[config.mk]
export PLATFORM = sky130hd
export DESIGN_NAME = stream2rgb
export DESIGN_NICKNAME = d
export VERILOG_FILES = /design/src/rtl/stream2rgb.sv
export SDC_FILE = /design/constraint.sdc
export NUM_CORES = 1
export LEC_CHECK = 0
export ABC_AREA = 1
export CORE_ASPECT_RATIO = 1.1
export CORE_MARGIN = 8
export CORE_UTILIZATION = 57
export CTS_CLUSTER_SIZE = 25
export DETAILED_ROUTE_END_ITERATION = 10
export HOLD_SLACK_MARGIN = 0.06
export PLACE_DENSITY = 0.81
export SLEW_MARGIN = 30
export SYNTH_ARGS = -nofsm -noshare
export SYNTH_HDL_FRONTEND = slang
export SYNTH_SLANG_ARGS = --single-unit
[constraint.sdc]
create_clock -name clk -period 1.9 [get_ports clk]
set_input_delay 0.19 -clock clk [delete_from_list [all_inputs] [get_ports clk]]
set_output_delay 0.19 -clock clk [all_outputs]
set_load 0.01 [all_outputs]
[src/rtl/stream2rgb.sv]
// Unpacks an MSB-first contiguous bitstream of {r,g,b} pixels from 32-bit words,
// and passes frame/header control words through with their payload.
`ifndef DTYPE_WIDTH
`define DTYPE_WIDTH        8
`define DTYPE_FRAME_START  8'h01
`define DTYPE_FRAME_END    8'h02
`define DTYPE_HEADER_START 8'h04
`define DTYPE_HEADER       8'h08
`define DTYPE_PIXEL_MASK   8'hF0
`endif

module stream2rgb #(
  parameter int PIXEL_WIDTH = 10
) (
  input  logic                    clk,
  input  logic                    reset,
  input  logic                    dvi,
  input  logic [`DTYPE_WIDTH-1:0] dtypei,
  input  logic [31:0]             datai,
  output logic                    rdyo,
  output logic                    dvo,
  output logic [`DTYPE_WIDTH-1:0] dtypeo,
  output logic [PIXEL_WIDTH-1:0]  r,
  output logic [PIXEL_WIDTH-1:0]  g,
  output logic [PIXEL_WIDTH-1:0]  b,
  output logic [15:0]             meta_datao
);
  localparam int PW3 = 3 * PIXEL_WIDTH;
  localparam int BW  = 32 + PW3;
  localparam logic [6:0] PW3_7 = 7'(PW3);

  typedef enum logic {IDLE, HDR_HI} state_t;

  state_t                  state, state_d;
  logic [BW-1:0]           ibuf;
  logic [6:0]              ipos;
  logic [`DTYPE_WIDTH-1:0] pix_dtype;
  logic [15:0]             hold_hi;
  logic [BW-1:0]           shifted;
  logic [PW3-1:0]          pix;
  logic                    accept, emit, is_pix, is_start, is_hdr;

  assign rdyo     = (ipos < PW3_7) && (state != HDR_HI);
  assign accept   = dvi && rdyo;
  assign emit     = (state == IDLE) && (ipos >= PW3_7);
  assign is_pix   = (dtypei & `DTYPE_PIXEL_MASK) != '0;
  assign is_start = (dtypei == `DTYPE_FRAME_START) || (dtypei == `DTYPE_HEADER_START);
  assign is_hdr   = (dtypei == `DTYPE_HEADER);
  // The oldest unconsumed pixel sits just below ipos.
  assign shifted  = ibuf >> (ipos - PW3_7);
  assign pix      = shifted[PW3-1:0];

  always_comb begin
    state_d = state;
    case (state)
      IDLE:    if (accept && !is_pix && !is_start && is_hdr) state_d = HDR_HI;
      HDR_HI:  state_d = IDLE;
      default: state_d = IDLE;
    endcase
  end

  always_ff @(posedge clk) begin
    if (reset) state <= IDLE;
    else       state <= state_d;
  end

  always_ff @(posedge clk) begin
    if (reset) begin
      ibuf       <= '0;
      ipos       <= '0;
      pix_dtype  <= '0;
      hold_hi    <= '0;
      dvo        <= 1'b0;
      dtypeo     <= '0;
      r          <= '0;
      g          <= '0;
      b          <= '0;
      meta_datao <= '0;
    end else if (state == HDR_HI) begin
      meta_datao <= hold_hi;
      dvo        <= 1'b1;
      dtypeo     <= `DTYPE_HEADER;
    end else if (emit) begin
      {r, g, b} <= pix;
      ipos      <= ipos - PW3_7;
      dvo       <= 1'b1;
      dtypeo    <= pix_dtype;
    end else if (accept) begin
      if (is_pix) begin
        ibuf      <= {ibuf[BW-33:0], datai};
        ipos      <= ipos + 7'd32;
        pix_dtype <= dtypei;
        dvo       <= 1'b0;
      end else if (is_start) begin
        ipos   <= '0;
        dvo    <= 1'b1;
        dtypeo <= dtypei;
      end else if (is_hdr) begin
        meta_datao <= datai[15:0];
        hold_hi    <= datai[31:16];
        dvo        <= 1'b1;
        dtypeo     <= `DTYPE_HEADER;
      end else begin
        ipos       <= '0;
        dvo        <= 1'b1;
        dtypeo     <= dtypei;
        meta_datao <= '0;
      end
    end else begin
      dvo <= 1'b0;
    end
  end
endmodule

# Word level (Yosys, flattened, before mapping)
# Index checks and enable logic that the tools add are counted.
# word_totals
register_bits,149
input_bits,43
elab_cells,74
output_inout_bits,56
# op_classes
bitwise_logic,4
mux,23
n_eq_ne,9
magnitude_cmp,2
shifts,1
n_reduce_logical,21
add_sub_neg,2
# op_table
operator,n
$mux 16,6
$shr 62x7->30,1
$mux 8,5
$mux 7,5
$eq 8x1->1 const B,1
$eq 8x3->1 const B,1
$eq 8x4->1 const B,1
$ne 2x2->1 const B,4
$reduce_and 4->1,2
$reduce_bool 8->1,1
$add 7x6->7 const B,1
$ge 7x5->1 const B,1
$lt 7x5->1 const B,1
$sub 7x5->7 const B,1
$logic_and 1x1->1,6
$reduce_and 2->1,3
$reduce_and 6->1,1
$mux 1,5
$mux 4,1
$ne 4x4->1 const B,1
$not 1->1,4
$reduce_bool 2->1,2
$ne 3x3->1 const B,1
$reduce_and 3->1,1
other kinds (5),6

# Logic depth before layout (Yosys ltp)
# logic_depth
word_depth,8
mapped_depth,14
mapped_depth_nobuf,13

# Worst setup path after synthesis
# No wires, ideal clock.
# synth_path
path_type,register to register
startpoint,register ipos[1]
endpoint,register b[5]
required_ps,1768
setup_ps,132
path_buffers,2
path_stages_with_launch,14
arrival_time_ps,1634
setup_slack_ps,134
period_less_slack_ps,1766
path_cell_list,dfxtp_1 -> ha_1 -> buf_2 -> inv_2 -> clkbuf_1 -> nand3_1 -> nand3_1 -> nand2_1 -> nand2_1 -> nand2_1 -> inv_1 -> nand2_1 -> nand2_1 -> a21oi_1
# synth_via
elab_chain_cells,3
elab_cells_between_ends,5
classes_between,1 x add/sub; 1 x order compare; 1 x shift; 2 x reduce/logical
# synth_rtl
item,line_no,rtl
"start, declared",36,logic [6:0] ipos;
"start signal, assigned",85,ipos <= ipos - PW3_7;
"start signal, assigned",91,ipos <= ipos + 7'd32;
"parallel branches: the longest is 3 deep, another holds $sub 7x5->7",--,
"end signal, assigned",84,"{r, g, b} <= pix;"
"end, declared",25,"output logic [PIXEL_WIDTH-1:0] b,"
# Parallel ways; which one is timed is not known.
# A chain may end at the register's enable or synchronous reset.

# Worst setup path after layout
# layout_path
startpoint,register ipos[5]
endpoint,register ibuf[54]
# layout_via
elab_chain_cells,4
elab_cells_between_ends,7
classes_between,2 x order compare; 1 x bitwise; 4 x reduce/logical
# layout_rtl
item,line_no,rtl
$lt 7x5->1 or $ge 7x5->1 (tied branches),"43, 45",
"$logic_and 1x1->1, on equally long branches","43, 45",
$logic_and 1x1->1 or $not 1->1 (tied branches),--,
$reduce_and 4->1 (no source line) *,--,
"end signal, assigned",90,"ibuf <= {ibuf[BW-33:0], datai};"
"end, declared",35,logic [BW-1:0] ibuf;
# Every way passes the cells marked *; elsewhere a longest branch is shown, timed or not.

==> metrics.cfg <==
[outcome]
status = complete, but fails checks
failed_checks = negative setup slack

[finish]
n_antenna_cell = 0
final_util_pct = 74.5
final_cell_mix = nand2_1, nand3_1, dfxtp_1
fin_nets = 1542
syn2layout_area_growth_pct = 28.5
drive_gt1_share_pct = 11.3
final_common_cell = nand2_1

[synthesis]
syn_inst = 1396
synth.largest_area_cell = dfxtp_1
synthTopCellsByArea = dfxtp_1, nand3_1, nand2_1
yosysSeqAreaShare_pct = 34.2
synth_top_area_share_pct = 34.2
syn-cell-area_um2 = 8660
synth_warnings = 0
syn_nets = 1441
yosysUniqueCellTypes = 30
avgSynthCellArea_um2 = 6.20
synth_seq_cells = 148

[floorplan]
rows = 47
dieArea_um2 = 19400
ios = 99
start_util_pct = 57.9
die_x_um = 133
die_h_um = 145
core_um2 = 14900

[worst_setup_path]
cp_cell_sequence = inv_1 > ha_1 > nand2_4 > nor3_4 > nand3_4 > buf_12 > clkbuf_16 > o21ai_0 > a21oi_1
worstPathMaxFanout = 10
slowest_stage = dfxtp_1
critPathCapture = ibuf[54]$_SDFFE_PP0P_
cp.arrival_ns = 2.29
required_ns = 2.22
critPathLaunchType = register
reg2reg_from = ipos[5]$_SDFFE_PP0P_
r2r_cells = 9
critical_path.max_stage_delay_ns = 0.33
startpoint = ipos[5]$_SDFFE_PP0P_
reg2reg_to = ibuf[54]$_SDFFE_PP0P_
ff2ff_setup_slack_ns = -0.07
critPathCaptureType = register
crit_type = register to register

[sta]
layout_min_cycle_time_ns = 1.97
max_freq_mhz = 508
slew_violations = 0
finClkSkew_ns = 0.00718
rsz0062_at_grt = yes
setup_violations = 6
min_period_over_period_pct = 104
slew_headroom_pct = 68.0
hold_viol = 0
final.setup.worst_slack_ns = -0.0694
tightest_slew_ns = 0.479
holdWs_ns = 0.412

[detailed_routing]
first_pass_iters = 6
avgViaCountPerCell = 5.97
vias = 10193
drc = 0
wire_per_inst_um = 17.3
antenna_left = 0
postRouteWirelength_um = 29600
first_iter_violations = 1350

[pwr]
share_seq_of_total_power_pct = 22.1
peakVddDrop_mv = 1.02
leakage_uw = 0.00469
comb_power_share_pct = 61.3
switchingPower_uw = 9770
power_density_nw_per_um2 = 1800
swShare_pct = 48.8
power_frac_clock_pct = 16.5
power.internal_uw = 10300

[clock_tree]
clock_sinks = 148
h-tree-depth = 4
root_buffer = clkbuf_16
cts_made_buffers = 17
clockBufferDepth = 2
cts_tree = built
insertion_delay_ns = 0.44
clkTransAtPathRegs_ns = 0.07

[place]
hpwl_um = 19400
portBuffers = 98
place_congestion = 0.975

[grt]
first_global_vias = 9099
track_usage_pct = 27.7
grt-ovfl-total = 0
grt_max_degree = 105
grt_pass1_wl_um = 44800
grt_antenna_before_repair = 0

[hold_path]
min_from = dtypei[4]
min_path_type = input pin to register

[run]
cap_violations = 0

## power groups by stage
stage               clock, uW  sequential (uW)  combinational (uW)
floorplan                   0             4360                7300
global placement            0             4420               10600
detailed placement          0             4450               10600
CTS                      3330             4390               10700
global route             3470             4510               13400
finish                   3310             4430               12300
## worst min path at each step
stage               depth (start not counted)                   endpoint
floorplan                                   2     dtypeo[0]$_SDFFE_PP0P_
global placement                            2  pix_dtype[3]$_SDFFE_PP0P_
detailed placement                          2  pix_dtype[0]$_SDFFE_PP0P_
CTS                                         3     dtypeo[1]$_SDFFE_PP0P_
global route                                3    hold_hi[9]$_SDFFE_PP0P_
finish                                      3  pix_dtype[4]$_SDFFE_PP0P_
## state kept, by name, summed over array words and instances (netlist names), 6 cells and up
| signal | flops |
|---|---|
| ibuf | 62 |
| hold_hi | 16 |
| meta_datao | 16 |
| b | 10 |
| g | 10 |
| r | 10 |
| dtypeo | 8 |
| pix_dtype | 8 |
| ipos | 6 |
## cell families (layout without fill, tap and decap cells)
kind of cell / Yosys count / in the layout / synth area share, %
compound gates: 266 / 266 / 15.4
xor+xnor: 1 / 1 / 0.101
fa+ha+maj: 2 / 2 / 0.289
buf+inv: 214 / 326 / 11.3
flops: 148 / 148 / 34.2
simple gates: 765 / 767 / 38.7
## layout make-up
class / instances / area (um^2)
fill: 1245 / 3810
inverter: 117 / 460
sequential: 148 / 2970
timing repair inverter: 1 / 8.76
multi-input combinational: 1036 / 4920
tap: 196 / 245
timing repair buffer: 176 / 1940
clock buffer: 17 / 425
clock inverter: 15 / 156
## worst max-delay path: cells and delay by family, from the launching register on
family	cells	cell delay, ns
adder cells (fa/ha/maj)	1	0.23
buffers and inverters	3	0.51
AND/OR/NAND/NOR	3	0.51
flip-flops	1	0.33
AO/OA/AOI/OAI	2	0.28
## layer usage
metal | global-route usage (%) | vias up | part of all wire, %
met5 | 0 | - | 0
met4 | 13.4 | 0 | 4.7
met3 | 5.39 | 120 | 9.2
met2 | 44.8 | 608 | 48
met1 | 34.5 | 4636 | 38
li1 | - | 4829 | -
## through the flow
stage	instances	worst slack (ns)	instance area [um^2]	total power (uW)	setup TNS [ns]
floorplan	1396	0.134	8660	11700	0
global placement	1652	0.0190	9970	15000	0
detailed placement	1652	-0.0924	9970	15100	-2.67
CTS	1684	-0.0292	10600	18400	-0.145
global route	1706	-0.147	11100	21400	-2.93
finish	1706	-0.0694	11100	20000	-0.140
## cell usage after synthesis
library cell    n
a21oi_1       135
a31oi_1         2
buf_1           3
buf_2          33
buf_4          15
buf_6          10
clkbuf_1       36
clkinv_1        1
dfxtp_1       148
ha_1            2
inv_1         108
inv_2           8
nand2_1       392
nand2_2         7
nand2_4         1
nand3_1       304
nand3_2         2
nand3_4         1
nand4_1         3
nor2_1         44
nor2_2          3
nor2_4          1
nor3_2          1
nor4_1          1
o211ai_1        1
o21ai_0       127
o21ai_1         1
or2_0           3
or2_1           2
xor2_1          1
## what timing repair did
action	in CTS	in global routing
hold buffers	0	0
gates cloned	0	12
resized for setup	11	72
setup buffers	0	10
setup endpoints to repair	98	69
pin swaps	7	9
hold endpoints to repair	0	0
Power figures use the tool's default switching activity.
